`src/rtl/noc_alloc_pkg.sv`:
```
// Shared types and constants for the router output-port allocator.
package noc_alloc_pkg;

  // Input port indices in N,S,W,E,L order.
  localparam int unsigned PORT_N = 0;
  localparam int unsigned PORT_S = 1;
  localparam int unsigned PORT_W = 2;
  localparam int unsigned PORT_E = 3;
  localparam int unsigned PORT_L = 4;

  localparam int unsigned FLIT_W = 16;
  localparam int unsigned LEN_W  = 4;
  // Crossbar select / owner index width.
  localparam int unsigned SEL_W  = 3;

  typedef enum logic [0:0] {
    IDLE = 1'b0,
    XFER = 1'b1
  } alloc_state_t;

  // Body flit count carried in the low bits of a header flit.
  function automatic logic [LEN_W-1:0] flit_len(input logic [FLIT_W-1:0] flit);
    return flit[LEN_W-1:0];
  endfunction

endpackage

```
`src/rtl/rr_pick.sv`:
```
// Combinational round-robin picker: first eligible index at or after rr_ptr_i.
module rr_pick #(
  parameter int unsigned NUM_IN = 5,
  parameter int unsigned IDX_W  = 3
) (
  input  logic [NUM_IN-1:0] eligible_i,
  input  logic [IDX_W-1:0]  rr_ptr_i,
  output logic [IDX_W-1:0]  winner_o,
  output logic              any_o
);

  logic [IDX_W:0] idx;

  // Scan rr_ptr_i, rr_ptr_i+1, ... wrapping at NUM_IN; the first hit wins.
  always_comb begin
    winner_o = '0;
    any_o    = 1'b0;
    idx      = '0;
    for (int unsigned k = 0; k < NUM_IN; k++) begin
      idx = {1'b0, rr_ptr_i} + (IDX_W+1)'(k);
      if (idx >= (IDX_W+1)'(NUM_IN)) begin
        idx = idx - (IDX_W+1)'(NUM_IN);
      end
      if (!any_o && eligible_i[idx[IDX_W-1:0]]) begin
        any_o    = 1'b1;
        winner_o = idx[IDX_W-1:0];
      end
    end
  end

endmodule

```
`src/rtl/output_port_allocator.sv`:
```
// Wormhole switch allocator for one router output port.
// Round-robin arbitration among inputs whose head flit targets this port; the
// winner holds the port until its whole packet (header + body) has crossed.
// Optional: define OUTPUT_PORT_ALLOCATOR_STALL_CNT_EN to add stall_cnt_o, a
// saturating count of locked cycles in which no flit moved.
module output_port_allocator #(
  parameter int unsigned NUM_IN = 5,
  parameter int unsigned FLIT_W = 16,
  parameter int unsigned LEN_W  = 4
) (
  input  logic                     clk,
  input  logic                     reset,
  input  logic [NUM_IN-1:0]        req_i,
  input  logic [NUM_IN-1:0]        empty_i,
  input  logic [NUM_IN*FLIT_W-1:0] head_flit_i,
  input  logic                     credit_i,
  output logic [NUM_IN-1:0]        read_o,
  output logic [2:0]               sel_o,
  output logic                     flit_valid_o,
  output logic                     cc_dec_o,
  output logic                     busy_o
`ifdef OUTPUT_PORT_ALLOCATOR_STALL_CNT_EN
  ,
  output logic [15:0]              stall_cnt_o
`endif
);

  import noc_alloc_pkg::*;

  localparam int unsigned REM_W = LEN_W + 1;

  alloc_state_t     state_q, state_d;
  logic [SEL_W-1:0] owner_q, owner_d;
  logic [REM_W-1:0] rem_q, rem_d;
  logic [SEL_W-1:0] rr_ptr_q, rr_ptr_d;

  logic [NUM_IN-1:0]            eligible;
  logic [SEL_W-1:0]             winner;
  logic                         any_elig;
  logic [NUM_IN-1:0][LEN_W-1:0] len_all;
  logic                         read_any;

  // Extract the length field of every head flit; upper flit bits are payload.
  for (genvar i = 0; i < NUM_IN; i++) begin : g_len
    logic unused_hi;
    assign len_all[i] = head_flit_i[i*FLIT_W +: LEN_W];
    assign unused_hi  = ^head_flit_i[i*FLIT_W+LEN_W +: FLIT_W-LEN_W];
  end

  assign eligible = req_i & ~empty_i;

  rr_pick #(
    .NUM_IN (NUM_IN),
    .IDX_W  (SEL_W)
  ) u_rr_pick (
    .eligible_i (eligible),
    .rr_ptr_i   (rr_ptr_q),
    .winner_o   (winner),
    .any_o      (any_elig)
  );

  // A flit moves only while locked, with downstream credit and owner data.
  assign read_any = (state_q == XFER) && credit_i && !empty_i[owner_q];

  // State, owner, remaining-flit count and round-robin pointer.
  always_ff @(posedge clk or negedge reset) begin
    if (!reset) begin
      state_q  <= IDLE;
      owner_q  <= '0;
      rem_q    <= '0;
      rr_ptr_q <= '0;
    end else begin
      state_q  <= state_d;
      owner_q  <= owner_d;
      rem_q    <= rem_d;
      rr_ptr_q <= rr_ptr_d;
    end
  end

  // Next state: grant in IDLE, count flits down in XFER.
  always_comb begin
    state_d  = state_q;
    owner_d  = owner_q;
    rem_d    = rem_q;
    rr_ptr_d = rr_ptr_q;
    unique case (state_q)
      IDLE: begin
        if (any_elig) begin
          state_d  = XFER;
          owner_d  = winner;
          // Header plus body flits; a zero-length header is a single flit.
          rem_d    = {1'b0, len_all[winner]} + REM_W'(1);
          rr_ptr_d = (winner == SEL_W'(NUM_IN - 1)) ? '0 : winner + SEL_W'(1);
        end
      end
      XFER: begin
        if (read_any) begin
          rem_d = rem_q - REM_W'(1);
          if (rem_q == REM_W'(1)) begin
            state_d = IDLE;
          end
        end
      end
      default: state_d = IDLE;
    endcase
  end

  // Outputs: read strobe to the owner only; select and busy come from registers.
  always_comb begin
    read_o = '0;
    if (read_any) begin
      read_o[owner_q] = 1'b1;
    end
    flit_valid_o = read_any;
    cc_dec_o     = read_any;
    sel_o        = owner_q;
    busy_o       = (state_q == XFER);
  end

`ifdef OUTPUT_PORT_ALLOCATOR_STALL_CNT_EN
  logic [15:0] stall_cnt_q, stall_cnt_d;

  // Saturating count of locked cycles that moved no flit.
  always_comb begin
    stall_cnt_d = stall_cnt_q;
    if ((state_q == XFER) && !read_any && (stall_cnt_q != 16'hFFFF)) begin
      stall_cnt_d = stall_cnt_q + 16'd1;
    end
  end

  // Stall counter register; cleared only by reset.
  always_ff @(posedge clk or negedge reset) begin
    if (!reset) begin
      stall_cnt_q <= '0;
    end else begin
      stall_cnt_q <= stall_cnt_d;
    end
  end

  assign stall_cnt_o = stall_cnt_q;
`endif

endmodule

```
`config.mk`:
```
export PLATFORM = sky130hd
export DESIGN_NAME = output_port_allocator
export DESIGN_NICKNAME = d
export VERILOG_FILES = /design/src/rtl/noc_alloc_pkg.sv /design/src/rtl/rr_pick.sv /design/src/rtl/output_port_allocator.sv
export SDC_FILE = /design/constraint.sdc
export NUM_CORES = 1
export LEC_CHECK = 0
export ABC_AREA = 0
export ABC_CLOCK_PERIOD_IN_PS = 6000
export BUFFER_PORTS_ARGS = -buffer_cell sky130_fd_sc_hd__buf_4
export CAP_MARGIN = 20
export CORE_MARGIN = 5
export CORE_UTILIZATION = 48
export CTS_BUF_LIST = sky130_fd_sc_hd__clkbuf_8
export CTS_CLUSTER_DIAMETER = 30
export CTS_CLUSTER_SIZE = 20
export DETAILED_ROUTE_END_ITERATION = 8
export HOLD_SLACK_MARGIN = 0.03
export PLACE_DENSITY = 0.9
export SLEW_MARGIN = 10
export SYNTH_ARGS = -nofsm -noshare
export SYNTH_HDL_FRONTEND = slang
export SYNTH_SLANG_ARGS = --single-unit
export TNS_END_PERCENT = 10
```
`constraint.sdc`:
```
create_clock -name clk -period 6 [get_ports clk]
set_input_delay 1.2 -clock clk [delete_from_list [all_inputs] [get_ports clk]]
set_output_delay 1.2 -clock clk [all_outputs]
set_load 0.02 [all_outputs]
```
Word-level counts from Yosys, hierarchy flattened --
Cells that the tools add are included. Widths: inputs -> output; s select.
Storage, ports and cells: output and inout bits 11, logic and storage cells 90, register bits after elaboration 12, input port bits 93
Operators by class: equal/unequal tests 4, add/sub/neg operators 12, reduce and logical (&&, ||, !) cells 14, bitwise gates (word level) 3, mux-type cells 40, magnitude comparators 13
Operators with widths (count):
- $mux 3 | 11
- $lt 3x4->1 const B | 7
- $bmux 1 s3 | 6
- $ge 4x3->1 const B | 4
- $mux 1 | 15
- $mux 5 | 3
- $sub 3x3->3 const B | 5
- $bmux 4 s3 | 1
- $pmux 5 s2 | 1
- $add 3x2->4 const B | 2
- $logic_and 1x1->1 | 7
- $add 4x1->5 const B | 1
- $and 5x5->5 | 1
- $eq 5x1->1 const B | 1
- $logic_not 1->1 | 5
- $not 5->5 | 1
- $sub 5x1->5 const B | 1
- $add 3x1->4 const B | 1
- $add 3x3->4 const B | 1
- $mux 4 | 1
- $ne 2x2->1 const B | 2
- $reduce_and 2->1 | 2
- $add 3x1->3 const B | 1
- $demux 1 s3 | 1
- other kinds (5) | 5

Depth between registers and ports, before layout --
depth in word-level cells 22, mapped depth 19, depth with buffers taken out 17

Modules after synthesis --
From an unflattened synthesis, not the netlist that was laid out.
Second synthesis, totals: cell total of the unflattened synthesis 255, area, all modules 2159.6 um^2
By module, submodules not included:
- rr_pick | area an instance 1094.8 um^2, cells each 135, seq. area each 0.0 um^2, instances 1
- output_port_allocator | area an instance 1064.8 um^2, cells each 120, seq. area each 300.3 um^2, instances 1

Worst setup path after synthesis --
OpenSTA, ideal clock, no wires.
path type input to register, from in empty_i[0], to reg rem_q[2], required time 5.874 ns, stages on the path 13, arrival 4.062 ns, library setup time 0.126 ns, buffers on the path 1, slack 1.812 ns, path through nand2b_1 > mux2_4 > mux4_2 > mux2_4 > nand4_4 > nor4_4 > a22o_1 > buf_6 > mux2i_1 > a221oi_2 > ha_1 > xor2_1 > a221o_1
On the way: longest elaborated chain between the ends 22, elaborated cells between the ends (all ways) 42, those cells by class add/sub (1); eq/ne (2); mux (26); bitwise (2); reduce/logical (11)
RTL lines:
- start, declared | line output_port_allocator.sv:14 | input logic [NUM_IN-1:0] empty_i,
- $not 5->5 (*) | line output_port_allocator.sv:50 | assign eligible = req_i & ~empty_i;
- $and 5x5->5 (*) | line output_port_allocator.sv:50
- $bmux 1 s3 | line rr_pick.sv:24 | if (!any_o && eligible_i[idx[IDX_W-1:0]]) begin
- $mux 1 (not written as such) | line rr_pick.sv:24
- $mux 1 | line rr_pick.sv:24
- $logic_not 1->1 | line rr_pick.sv:24
- $logic_and 1x1->1 | line rr_pick.sv:24
- $mux 1 | line rr_pick.sv:24
- [7 not listed]
- $logic_and 1x1->1 | line rr_pick.sv:24
- $mux 3 (*) | line rr_pick.sv:24
- net u_rr_pick.winner_o[0] | line rr_pick.sv:8 | output logic [IDX_W-1:0] winner_o,
- $bmux 4 s3 (*) | line output_port_allocator.sv:92 | rem_d = {1'b0, len_all[winner]} + REM_W'(1);
- $mux 4 (not written as such) (*) | line output_port_allocator.sv:92
- $add 4x1->5 (*) | line output_port_allocator.sv:92
- $mux 5 (*) | line output_port_allocator.sv:88 | if (any_elig) begin
- $pmux 5 s2 (*) | line output_port_allocator.sv:86 | unique case (state_q)
- end signal, assigned | line output_port_allocator.sv:75 | rem_q <= rem_d;
- end, declared | line output_port_allocator.sv:34 | logic [REM_W-1:0] rem_q, rem_d;
The timed path passes the listed nets; every way through them passes the cells marked *. The select of a mux whose other input is x is not followed. A chain may end at the register's enable or synchronous reset.

Worst setup path after layout --
from reg rr_ptr_q[0], to reg rem_q[2]
On the way: longest elaborated chain between the ends 22, elaborated cells between the ends (all ways) 54, those cells by class add/sub (10); order compare (5); eq/ne (1); mux (29); reduce/logical (9)
RTL lines:
- start, declared | line output_port_allocator.sv:35 | logic [SEL_W-1:0] rr_ptr_q, rr_ptr_d;
- start signal, assigned | line output_port_allocator.sv:76 | rr_ptr_q <= rr_ptr_d;
- branches (longest 22 deep; another with $add 3x1->4)
Parallel ways; which one is timed is not known. The select of a mux whose other input is x is not followed.

==> flow_summary.json <==
{
  "clock_sinks": 12,
  "grt_pass1_wl_um": 9870,
  "met3_length_um": 309,
  "synthTopCellsByArea": "dfrtp_1 14%, ha_1 7.7%, mux4_2 6.4%, mux2i_1 4.8%, nor2_1 4.1%",
  "yosysTopAreaCellShare": 0.143,
  "synth-seq-cells": 12,
  "setup_viol_count_final": 0,
  "reg2reg_from": "rr_ptr_q[0]",
  "cp-start-kind": "flip-flop",
  "die_x_um": 76.2,
  "hold_class": "reg2reg",
  "drive_above_1_share": 0.270,
  "root_buffer": "clkbuf_8",
  "hp-start": "rem_q[1]",
  "ys.flop_type": "dfrtp_1",
  "first_pass_iters": 7,
  "syn_nets": 365,
  "synth_area_leader_cell": "dfrtp_1",
  "grt_use_total": 0.200,
  "grt_overflow_total": 0,
  "cts_setup_buffers": 0,
  "fin_area_um2": 2490,
  "vias": 2215,
  "dp_hpwl_um": 4460,
  "cts_repair_resize_count": 0,
  "drv_slew": 0,
  "path_buf_inv": 2,
  "area_growth_pct": 18.7,
  "maxCapViolations": 0,
  "hold_viol": 0,
  "grt_setup_unrepaired": "false",
  "finalNetCount": 404,
  "crit_chain": "inv_2, ha_1, inv_1, fa_1, o31ai_1, o32a_1, o211ai_1, o211ai_1, a22o_1, mux2i_1, a221oi_2, ha_1, xor2_1, a221o_1",
  "critPathSlowestCell": "o31ai_1",
  "drtIter0Drc": 228,
  "path_delay_family": "compound AO/OA/AOI/OAI gates",
  "cts_made_buffers": 3,
  "syn_area_um2": 2100,
  "wl_per_cell_um": 16.9,
  "worst_slew_pin_slew_ns": 0.615,
  "portBuffers": 43,
  "final_common_cell": "buf_4",
  "endpoint_kind": "flip-flop",
  "antenna_found_initial": 0,
  "antenna_cells": 0,
  "clk_pin_slew_worst_paths_ns": 0.05,
  "synth_cell_types": 66,
  "synth-edff-count": 0,
  "async_flop_share": 1.00,
  "grt_max_degree": 28,
  "clockBufferDepth": 2,
  "highest_layer": "met4",
  "status": "finished clean",
  "ant_nets": 0,
  "yosys_warnings": 0,
  "fp-row-count": 24,
  "slew_headroom": 0.588,
  "seq_area_frac_synth": 0.143,
  "finalCriticalPeriod_ns": 4.70,
  "die_h_um": 76.2,
  "grt_pass1_vias": 2107,
  "worstPathArrival_ns": 4.83,
  "avgSynthCellArea_um2": 8.14,
  "ios": 104,
  "drt-total-wl_um": 5880,
  "path_class": "reg2reg",
  "setup_tns_ns": 0,
  "fmax_mhz": 213,
  "routabilityCongestion": 0.992,
  "skew_ns": 0.00109,
  "dieArea_um2": 5800,
  "synth_cells": 258,
  "vias_per_cell": 6.36,
  "dpl_cell_area_um2": 2440,
  "cts_tree": "built",
  "clock_latency_ns": 0.24,
  "period_share": 0.784,
  "startpoint": "rr_ptr_q[0]",
  "initial_core_util": 0.489,
  "drcViolationCount": 0,
  "hold_ws_ns": 0.507,
  "ctsHtreeMaxLevel": 1,
  "utilization": 0.581,
  "final_cell_mix": "46 x buf_4, 23 x nor2_1, 20 x nand2_1",
  "worstPathMaxFanout": 11,
  "cp.required_ns": 6.12,
  "wl_met2_um": 3080,
  "core_area_um2": 4290,
  "max_stage_delay_ns": 0.54,
  "hold_buffers": 0,
  "drt-met1-wl_um": 2360,
  "fillerInstances": 387
}
==> Yosys cell counts (3+ instances only) <==
cell and number:
nor2_1 23, nand2_1 20, nor3_1 17, ha_1 13, dfrtp_1 12, inv_1 12, mux2i_1 10, o21ai_0 10
a21oi_1 9, nand2b_1 9, a31oi_1 8, mux4_2 6, nor2b_1 6, a211oi_1 5, clkbuf_1 5, o22ai_1 5
a21o_1 4, nand3_1 4, o211ai_1 4, a211oi_2 3, a221o_1 3, and2_1 3, and3_1 3, buf_4 3
nand4_1 3, nor4_1 3, nor4_2 3, or3_1 3, xnor2_1 3
==> final cells by class <==
| class | count | area [µm²] | area share |
|---|---|---|---|
| multi-input combinational | 219 | 1650 | 0.663 |
| sequential | 12 | 300 | 0.120 |
| clock buffer | 4 | 55.1 | 0.0221 |
| timing repair buffer | 46 | 345 | 0.138 |
| tap | 52 | 65.1 | 0.0261 |
| inverter | 15 | 73.8 | 0.0296 |
==> worst paths after layout <==
check	end	slack, ns	depth (start not counted)
max	rem_q[2]	1.30	14
min in group asynchronous	rem_q[0]	0.79	1
min reg2reg	rem_q[1]	0.51	2
min	rem_q[1]	0.51	2
max reg2reg	rem_q[2]	1.30	14
max in group asynchronous	rem_q[2]	5.06	1
==> flip-flops by register name, summed over array words and instances, names as in the netlist <==
signal / cells
rem_q: 5
busy_o: 1
sel_o: 3
rr_ptr_q: 3
==> worst reg2reg max path, cell delays in order (launching register included) <==
cell and delay [ns]:
dfrtp_1 0.39, inv_2 0.19, ha_1 0.22, inv_1 0.07, fa_1 0.50, o31ai_1 0.54, o32a_1 0.38, o211ai_1 0.12
o211ai_1 0.37, a22o_1 0.51, mux2i_1 0.16, a221oi_2 0.41, ha_1 0.26, xor2_1 0.09, a221o_1 0.36
==> layer usage <==
metal	vias to the layer above	track usage
li1	1056	-
met1	1048	0.254
met2	93	0.365
met3	18	0.0118
met4	0	0.0490
met5	-	0
==> per-stage QoR <==
stage                     instances  setup WS (ns)
after floorplan                 258           1.81
after global routing            348          0.967
after global placement          344           1.16
final                           348           1.30
after detailed placement        344           1.17
after CTS                       348           1.31
==> logic make-up (layout without fill, tap and decap cells) <==
group	Yosys count	count (layout)	share of synthesized area
flops	12	12	0.143
mux	18	18	0.126
compound gates	74	74	0.266
xor+xnor	4	4	0.0167
fa+ha+maj	14	14	0.0870
buf+inv	27	65	0.0697
simple gates	109	109	0.292
Power is not shown: default switching activity piles up to over one toggle a cycle in this logic, so the estimate is an artifact.
